--- config.mk ---
export PLATFORM = sky130hd
export DESIGN_NAME = instruction_decode
export DESIGN_NICKNAME = d
export VERILOG_FILES = /design/src/rtl/instruction_decode.sv
export SDC_FILE = /design/constraint.sdc
export NUM_CORES = 2
export LEC_CHECK = 0
export BUFFER_PORTS_ARGS = -buffer_cell sky130_fd_sc_hd__buf_2
export CAP_MARGIN = 10
export CORE_MARGIN = 4
export CORE_UTILIZATION = 55
export DETAILED_ROUTE_END_ITERATION = 8
export GPL_ROUTABILITY_DRIVEN = 0
export PLACE_DENSITY = 0.74
export SLEW_MARGIN = 25
export SYNTH_ARGS = -nofsm -noshare
export SYNTH_HDL_FRONTEND = slang
export SYNTH_SLANG_ARGS = --single-unit
export TNS_END_PERCENT = 20
--- constraint.sdc ---
create_clock -name clk -period 38.4 [get_ports clk]
set_input_delay 7.68 -clock clk [delete_from_list [all_inputs] [get_ports clk]]
set_output_delay 7.68 -clock clk [all_outputs]
set_load 0.02 [all_outputs]
--- src/rtl/instruction_decode.sv ---
// -----------------------------------------------------------------------------
// instruction_decode
//
// RV32I decode stage. Takes the fetched pc/insn pair, reads the integer
// register file and registers a decode bundle (operands, immediate, class
// flags, ALU op) for the execute stage. Owns the 32x32 register file, which
// has one writeback port and an optional writeback-to-read bypass. Detects
// load-use hazards against the instruction currently held in the bundle and
// asks fetch to hold its instruction for one cycle.
//
// Handshake: fetch presents pc_in/insn while valid_in=1. The instruction is
// consumed on a rising edge unless run=0, flush=1, stall=1 or stall_req=1;
// when stall_req=1 fetch must present the same instruction again next cycle.
// valid_out qualifies the whole registered bundle; while stall=1 the bundle
// is held unchanged.
//
// Parameters
//   RF_BYPASS  1: a same-cycle writeback to rs1/rs2 is forwarded into the read
//              0: the read returns the value stored before the write
//
// Ports
//   clk, reset            clock, asynchronous active-high reset
//   run, stall, flush     pipeline control (run=0 behaves like flush)
//   valid_in, pc_in, insn fetched instruction
//   wb_we, wb_rd, wb_data register file writeback port
//   stall_req             combinational load-use stall to fetch
//   valid_out, pc_out     registered bundle qualifier and PC
//   rs1, rs2, rd          register indices
//   rs1_data, rs2_data    operand values
//   imm                   sign-extended immediate
//   funct3, alu_op        insn[14:12] and ALU operation
//   is_* / illegal        instruction class flags
// -----------------------------------------------------------------------------
module instruction_decode #(
  parameter int RF_BYPASS = 1
) (
  input  logic        clk,
  input  logic        reset,
  input  logic        run,
  input  logic        stall,
  input  logic        flush,
  input  logic        valid_in,
  input  logic [31:0] pc_in,
  input  logic [31:0] insn,
  input  logic        wb_we,
  input  logic [4:0]  wb_rd,
  input  logic [31:0] wb_data,
  output logic        stall_req,
  output logic        valid_out,
  output logic [31:0] pc_out,
  output logic [4:0]  rs1,
  output logic [4:0]  rs2,
  output logic [4:0]  rd,
  output logic [31:0] rs1_data,
  output logic [31:0] rs2_data,
  output logic [31:0] imm,
  output logic [2:0]  funct3,
  output logic [3:0]  alu_op,
  output logic        is_load,
  output logic        is_store,
  output logic        is_branch,
  output logic        is_jal,
  output logic        is_jalr,
  output logic        is_lui,
  output logic        is_auipc,
  output logic        is_op,
  output logic        is_opimm,
  output logic        is_system,
  output logic        illegal
);

  localparam bit BYPASS_EN = (RF_BYPASS != 0);

  localparam logic [6:0] OPC_LOAD    = 7'b0000011;
  localparam logic [6:0] OPC_STORE   = 7'b0100011;
  localparam logic [6:0] OPC_BRANCH  = 7'b1100011;
  localparam logic [6:0] OPC_JAL     = 7'b1101111;
  localparam logic [6:0] OPC_JALR    = 7'b1100111;
  localparam logic [6:0] OPC_LUI     = 7'b0110111;
  localparam logic [6:0] OPC_AUIPC   = 7'b0010111;
  localparam logic [6:0] OPC_OP      = 7'b0110011;
  localparam logic [6:0] OPC_OPIMM   = 7'b0010011;
  localparam logic [6:0] OPC_MISCMEM = 7'b0001111;
  localparam logic [6:0] OPC_SYSTEM  = 7'b1110011;

  // ---------------------------------------------------------------------------
  // Instruction fields
  // ---------------------------------------------------------------------------
  logic [6:0]  w_opcode;
  logic [4:0]  w_rd_idx;
  logic [4:0]  w_rs1_idx;
  logic [4:0]  w_rs2_idx;
  logic [2:0]  w_funct3;

  assign w_opcode  = insn[6:0];
  assign w_rd_idx  = insn[11:7];
  assign w_funct3  = insn[14:12];
  assign w_rs1_idx = insn[19:15];
  assign w_rs2_idx = insn[24:20];

  // Immediate candidates; the sign bit is always insn[31].
  logic [31:0] w_imm_i;
  logic [31:0] w_imm_s;
  logic [31:0] w_imm_b;
  logic [31:0] w_imm_u;
  logic [31:0] w_imm_j;

  assign w_imm_i = {{20{insn[31]}}, insn[31:20]};
  assign w_imm_s = {{20{insn[31]}}, insn[31:25], insn[11:7]};
  assign w_imm_b = {{19{insn[31]}}, insn[31], insn[7], insn[30:25], insn[11:8], 1'b0};
  assign w_imm_u = {insn[31:12], 12'd0};
  assign w_imm_j = {{11{insn[31]}}, insn[31], insn[19:12], insn[20], insn[30:21], 1'b0};

  // ---------------------------------------------------------------------------
  // Class decode
  // ---------------------------------------------------------------------------
  logic        w_is_load;
  logic        w_is_store;
  logic        w_is_branch;
  logic        w_is_jal;
  logic        w_is_jalr;
  logic        w_is_lui;
  logic        w_is_auipc;
  logic        w_is_op;
  logic        w_is_opimm;
  logic        w_is_system;
  logic        w_illegal;
  logic [31:0] w_imm;
  logic [3:0]  w_alu_op;

  always_comb begin
    w_is_load   = 1'b0;
    w_is_store  = 1'b0;
    w_is_branch = 1'b0;
    w_is_jal    = 1'b0;
    w_is_jalr   = 1'b0;
    w_is_lui    = 1'b0;
    w_is_auipc  = 1'b0;
    w_is_op     = 1'b0;
    w_is_opimm  = 1'b0;
    w_is_system = 1'b0;
    w_illegal   = 1'b0;
    w_imm       = 32'd0;
    w_alu_op    = 4'b0000;
    case (w_opcode)
      OPC_LOAD: begin
        w_is_load = 1'b1;
        w_imm     = w_imm_i;
      end
      OPC_STORE: begin
        w_is_store = 1'b1;
        w_imm      = w_imm_s;
      end
      OPC_BRANCH: begin
        w_is_branch = 1'b1;
        w_imm       = w_imm_b;
      end
      OPC_JAL: begin
        w_is_jal = 1'b1;
        w_imm    = w_imm_j;
      end
      OPC_JALR: begin
        w_is_jalr = 1'b1;
        w_imm     = w_imm_i;
      end
      OPC_LUI: begin
        w_is_lui = 1'b1;
        w_imm    = w_imm_u;
      end
      OPC_AUIPC: begin
        w_is_auipc = 1'b1;
        w_imm      = w_imm_u;
      end
      OPC_OP: begin
        w_is_op  = 1'b1;
        w_alu_op = {insn[30], w_funct3};
      end
      OPC_OPIMM: begin
        w_is_opimm = 1'b1;
        w_imm      = w_imm_i;
        // insn[30] is part of the immediate except for the shift-right pair,
        // where it selects arithmetic vs logical shift.
        w_alu_op   = {(w_funct3 == 3'b101) ? insn[30] : 1'b0, w_funct3};
      end
      OPC_MISCMEM, OPC_SYSTEM: begin
        w_is_system = 1'b1;
      end
      default: begin
        w_illegal = 1'b1;
      end
    endcase
  end

  // ---------------------------------------------------------------------------
  // Register file: x0 is hardwired to zero, reads are combinational.
  // ---------------------------------------------------------------------------
  logic [31:0] r_rf [0:31];
  logic        w_wb_write;
  logic        w_rs1_hit;
  logic        w_rs2_hit;
  logic [31:0] w_rs1_rdata;
  logic [31:0] w_rs2_rdata;

  assign w_wb_write = wb_we && (wb_rd != 5'd0);

  always_ff @(posedge clk or posedge reset) begin
    if (reset) begin
      for (int i = 0; i < 32; i++) begin
        r_rf[i] <= 32'd0;
      end
    end else if (w_wb_write) begin
      r_rf[wb_rd] <= wb_data;
    end
  end

  assign w_rs1_hit   = BYPASS_EN && w_wb_write && (wb_rd == w_rs1_idx);
  assign w_rs2_hit   = BYPASS_EN && w_wb_write && (wb_rd == w_rs2_idx);
  assign w_rs1_rdata = (w_rs1_idx == 5'd0) ? 32'd0 :
                       (w_rs1_hit ? wb_data : r_rf[w_rs1_idx]);
  assign w_rs2_rdata = (w_rs2_idx == 5'd0) ? 32'd0 :
                       (w_rs2_hit ? wb_data : r_rf[w_rs2_idx]);

  // ---------------------------------------------------------------------------
  // Output bundle registers
  // ---------------------------------------------------------------------------
  logic        r_valid;
  logic [31:0] r_pc;
  logic [4:0]  r_rs1;
  logic [4:0]  r_rs2;
  logic [4:0]  r_rd;
  logic [31:0] r_rs1_data;
  logic [31:0] r_rs2_data;
  logic [31:0] r_imm;
  logic [2:0]  r_funct3;
  logic [3:0]  r_alu_op;
  logic        r_is_load;
  logic        r_is_store;
  logic        r_is_branch;
  logic        r_is_jal;
  logic        r_is_jalr;
  logic        r_is_lui;
  logic        r_is_auipc;
  logic        r_is_op;
  logic        r_is_opimm;
  logic        r_is_system;
  logic        r_illegal;

  // ---------------------------------------------------------------------------
  // Load-use hazard: the bundle holds a load whose destination is read by the
  // instruction now in decode. LUI/AUIPC/JAL read no rs1; only STORE, BRANCH
  // and OP read rs2.
  // ---------------------------------------------------------------------------
  logic w_uses_rs1;
  logic w_uses_rs2;
  logic w_stall_req;

  assign w_uses_rs1  = !(w_is_lui || w_is_auipc || w_is_jal);
  assign w_uses_rs2  = w_is_store || w_is_branch || w_is_op;
  assign w_stall_req = valid_in && r_valid && r_is_load && (r_rd != 5'd0) &&
                       ((w_uses_rs1 && (r_rd == w_rs1_idx)) ||
                        (w_uses_rs2 && (r_rd == w_rs2_idx)));

  always_ff @(posedge clk or posedge reset) begin
    if (reset) begin
      r_valid     <= 1'b0;
      r_pc        <= 32'd0;
      r_rs1       <= 5'd0;
      r_rs2       <= 5'd0;
      r_rd        <= 5'd0;
      r_rs1_data  <= 32'd0;
      r_rs2_data  <= 32'd0;
      r_imm       <= 32'd0;
      r_funct3    <= 3'd0;
      r_alu_op    <= 4'd0;
      r_is_load   <= 1'b0;
      r_is_store  <= 1'b0;
      r_is_branch <= 1'b0;
      r_is_jal    <= 1'b0;
      r_is_jalr   <= 1'b0;
      r_is_lui    <= 1'b0;
      r_is_auipc  <= 1'b0;
      r_is_op     <= 1'b0;
      r_is_opimm  <= 1'b0;
      r_is_system <= 1'b0;
      r_illegal   <= 1'b0;
    end else if (!run || flush) begin
      // Kill only; the remaining fields keep their last value.
      r_valid <= 1'b0;
    end else if (!stall) begin
      if (w_stall_req) begin
        // Bubble; fetch re-presents the same instruction next cycle.
        r_valid <= 1'b0;
      end else begin
        r_valid     <= valid_in;
        r_pc        <= pc_in;
        r_rs1       <= w_rs1_idx;
        r_rs2       <= w_rs2_idx;
        r_rd        <= w_rd_idx;
        r_rs1_data  <= w_rs1_rdata;
        r_rs2_data  <= w_rs2_rdata;
        r_imm       <= w_imm;
        r_funct3    <= w_funct3;
        r_alu_op    <= w_alu_op;
        r_is_load   <= w_is_load;
        r_is_store  <= w_is_store;
        r_is_branch <= w_is_branch;
        r_is_jal    <= w_is_jal;
        r_is_jalr   <= w_is_jalr;
        r_is_lui    <= w_is_lui;
        r_is_auipc  <= w_is_auipc;
        r_is_op     <= w_is_op;
        r_is_opimm  <= w_is_opimm;
        r_is_system <= w_is_system;
        r_illegal   <= w_illegal;
      end
    end
  end

  assign stall_req = w_stall_req;
  assign valid_out = r_valid;
  assign pc_out    = r_pc;
  assign rs1       = r_rs1;
  assign rs2       = r_rs2;
  assign rd        = r_rd;
  assign rs1_data  = r_rs1_data;
  assign rs2_data  = r_rs2_data;
  assign imm       = r_imm;
  assign funct3    = r_funct3;
  assign alu_op    = r_alu_op;
  assign is_load   = r_is_load;
  assign is_store  = r_is_store;
  assign is_branch = r_is_branch;
  assign is_jal    = r_is_jal;
  assign is_jalr   = r_is_jalr;
  assign is_lui    = r_is_lui;
  assign is_auipc  = r_is_auipc;
  assign is_op     = r_is_op;
  assign is_opimm  = r_is_opimm;
  assign is_system = r_is_system;
  assign illegal   = r_illegal;

endmodule

* After elaboration in Yosys (flattened, before gate mapping) *
Cells that the tools add are included.

word-level totals
  register bits after elaboration = 1186
  output and inout bits = 163

operators by class
  $lt $le $gt $ge = 4
  equality and inequality tests = 17
  mux-type cells = 30
  bitwise logic cells = 6
  reductions and logical operators = 27

operator list
  operator              number
  $bwmux W1024          1
  $bmux W32 S5          2
  $mux W32              9
  $demux W32 S5         1
  $pmux W32 S5          1
  $eq A7 B7 Y1 const B  4
  $eq A7 B6 Y1 const B  3
  $eq A5 B5 Y1          4
  $ge A6 B6 Y1 const B  3
  $not A5 Y6            3
  $mux W1               15
  $eq A7 B5 Y1 const B  2
  $reduce_or A11 Y1     1
  $logic_and A1 B1 Y1   10
  $logic_not A5 Y1      2
  $reduce_bool A5 Y1    2
  $pmux W4 S2           1
  $eq A7 B2 Y1 const B  1
  $eq A7 B4 Y1 const B  1
  $logic_or A1 B1 Y1    6
  $lt A6 B1 Y1 const B  1
  $reduce_or A2 Y1      2
  $eq A3 B3 Y1 const B  1
  $not A1 Y1            3
  other kinds (4)       5

* Longest topological paths before layout *
  word-level depth = 11
  gate-level depth with buffers = 11

* Worst setup path before layout *
No wires, ideal clock.

  path type = input to output
  from = input port insn[20]
  to = output port stall_req
  arrival time = 8922 ps
  data required time = 30720 ps
  path slack = 21798 ps
  stages = 6
  path buffers = 2
  cell sequence = buf_2 -> xnor2_1 -> nand4_1 -> or4_1 -> buf_2 -> nand2_1

on the way
  word-level cells in the longest chain between the ends = 4

ends and longest elaborated chain
  item                 line  source
  from (decl)          44    input logic [31:0] insn,
  $eq A5 B5 Y1         261   (w_uses_rs2 && (r_rd == w_rs2_idx)));
  $logic_and A1 B1 Y1  261
  $logic_or A1 B1 Y1   260   ((w_uses_rs1 && (r_rd == w_rs1_idx)) ||
  $logic_and A1 B1 Y1  259   assign w_stall_req = valid_in && r_valid && r_is_load && (r_rd != 5'd0) &&
  to (decl)            48    output logic stall_req,

Every way passes these cells.

* Worst setup path in the final report *
  from = input port insn[22]
  to = output port stall_req

Same word-level chain as after synthesis.

==> results.md <==
* Clock Tree Root: clkbuf_16
* Worst endpoint data arrival time at a little under 10000 ps
* CTS tree: built
* CP startpoint kind: input pin
* Clk sinks at 1186
* Max_slew headroom at 0.268
* Vias in the first global route at a little over 40000
* H-tree depth at 3
* Max-slew violation count at 0
* Most common cell after layout, fill and taps aside: dfrtp_1
* Hold slack at 397 ps
* Skew-Pair Late Insertion Delay at 720 ps
* Met3 wire len at 16.7 mm
* Pwr/cell area at roughly 54 nW/um2
* Synth Net Count at 4585
* Number of CTS-inserted buffers at between 100 and 150
* Setup TNS Final at 0 ps
* Uppermost layer routed: met5
* Clock Pin Slew Worst Setup and Hold Paths at 60 ps
* Final setup fails at 0
* Vias per std cell at approximately 7
* IO Pins at 271
* Syn Inst Count at 4477
* WL/cell at 30.3 um
* Synth area leader: dfrtp_1
* Area contributors post-synth: dfrtp_1, mux2_2, mux4_2, mux2i_1, a22oi_1
* # hold bufs at CTS at 0
* Worst-Margin Slew at 1100 ps
* PortBufs at between 200 and 300
* Bufs on Longest Clock Path at 3
* Largest net degree at the start of global routing at 158
* Maximum fanout along the worst path at 95
* Core Region at 111000 um2
* Synth cell types at 54
* Drc violations at 0
* Initial Utilization at 0.554
* Post-synth EDFFs at 0
* Met2 wire length at 83.3 mm
* Resized Gates After CTS at 0
* DR iter-0 viols at 4628
* Hold crit path type: reg2reg
* Reg-to-Reg End: rs2[1]
* Hold Path End: r_rf[1007]
* Crit-path slowest cell: buf_8
* Full die area at 117000 um2
* Post-Route M1 WL at 76.1 mm
* Gr usage total at 0.309
* Lkg Pwr at 0.0310 uW
* Routed Antenna Nets at 0
* Die height at 342 um
* RSZ-0062 raised after global routing: false
* R2R cell count at 6
* Sequential area share after synthesis at 0.483
* Routed vias at between 40000 and 50000
* R2r setup slk at 34730 ps
* Dpl cells at just under 6000
* Final period util at 0.450
* Post-synth ARST share at 1.00
* Final WL at around 180 mm
* WP data required at just over 30000 ps
* Hpwl dp at ~95 mm
* Area delta synth->final at 10.6%
* Final Non-Filler Cells at 6056
* Postcts setup bufs at 0
* Status: completed
* Worst Setup End Kind: primary output
* Maximum vdd drop at slightly below 0.04 mV
* Synth top area share at 0.483
* FMAX at 57.9 MHz
* Initial antenna violation count at 6
* NumNets Final at about 4600
* Min-delay src: r_rf[1007]
* CP peak stage delay at 620 ps
* WS Path Type: in2out
* Most frequent cells in the layout: dfrtp_1, mux2_2, mux2i_1
* First-pass GRT wire length at 272 mm
* First drt pass iteration count at 6
* #FFs+latches synth at ~1200
* Hold path depth at 0
* Gr ovfl total at 0
* Max_cap viols at 0
* # rows at 122
* Final hold vios at 0
* Die width at 342 um
* Clock Skews at 27.7 ps
* Netlist Area Pre-Place at 61400 um2
* Period minus WS final at 17290 ps
* Layout cells sized above 1 at 0.428
* Ys flop type: dfrtp_1
* Avg Cell Area, Syn at approximately 14 um2
* Worst-path cell chain: buf_8, xnor2_1, nand3_1, or4_1, nand2_1, buf_2
* Synth Warn # at 0
* Worst r2r src: rd[0]
## metal layers
metal  global-route usage  vias to the layer above
li1                     -                    16900
met1                0.440                    22000
met2                0.473                     2073
met3               0.0626                      407
met4                0.114                        4
met5                    0                        -
## through the flow
stage	setup WS (ps)	util	area, um2	total power (uW)
finish	21110	0.613	67900	3640
global route	21030	0.613	67900	3780
CTS	21130	0.612	67800	3640
detailed placement	21130	0.573	63500	2370
global placement	21150	0.573	63500	2340
floorplan	14340	-	61400	2170
## kinds of logic after synthesis
group,after synthesis,synth area share
xor gates and xnor gates,20,0.00285
and+or+nand+nor,433,0.0342
buffers and inverters,484,0.0331
muxes,1907,0.397
AOI/OAI and AO/OA,447,0.0498
DFF,1186,0.483
## sequential cells by signal (all words and copies together) (netlist names)
signal and cells:
valid_out 1, rs2 5, is_opimm 1, rs2_data 32, is_jalr 1, is_op 1
alu_op 4, r_rf 1024, rd 5, is_jal 1, pc_out 32, is_store 1
is_lui 1, imm 32, is_system 1, is_auipc 1, is_load 1, funct3 3
rs1_data 32, is_branch 1, rs1 5, illegal 1
## where the power goes
part	total (uW)	switching [uW]	internal [uW]	leakage, uW
logic	703	313	389	0.0136
clock network	1270	508	766	0.00212
registers	1660	178	1480	0.0152
## cell usage after synthesis, drive strengths merged (2+ instances only)
master	instances
dfrtp	1186
and2	5
nor2	24
nor3b	4
a31oi	2
nor2b	8
xnor2	16
o41ai	3
nand3	132
o31ai	4
mux4	316
and4bb	2
nand2	184
o21ai	72
a2111oi	2
a21oi	57
a22oi	291
xor2	4
nand2b	6
or4	6
mux2i	547
nand3b	5
a211oi	5
inv	3
clkbuf	272
mux2	1044
nand4b	4
and3	3
and4b	2
a22o	2
nor3	4
nand4	40
buf	209
## worst max path at each step
| stage | startpoint | to | slack, ps | depth (start not counted) |
|---|---|---|---|---|
| global route | insn[22] | stall_req | 21030 | 6 |
| CTS | insn[21] | stall_req | 21130 | 6 |
| finish | insn[22] | stall_req | 21110 | 6 |
| detailed placement | insn[21] | stall_req | 21130 | 6 |
| global placement | insn[20] | stall_req | 21150 | 6 |
| floorplan | reset | alu_op[0] | 14340 | 1 |
## area by class of cell
cell class | count | area [um2]
clock buffer | 167 | 3520
multi-input combinational | 2807 | 29900
fill | 8443 | 42900
antenna | 3 | 7.51
timing repair buffer | 345 | 2060
sequential | 1186 | 29700
clock inverter | 57 | 810
tap | 1488 | 1860
inverter | 3 | 15.0
## worst max-delay path, delay by kind of cell
family | cells | cell delay (ps)
xor+xnor | 1 | 230
buf+inv | 2 | 790
simple gates | 3 | 780
No activity file was read; power rests on OpenSTA's default activity.
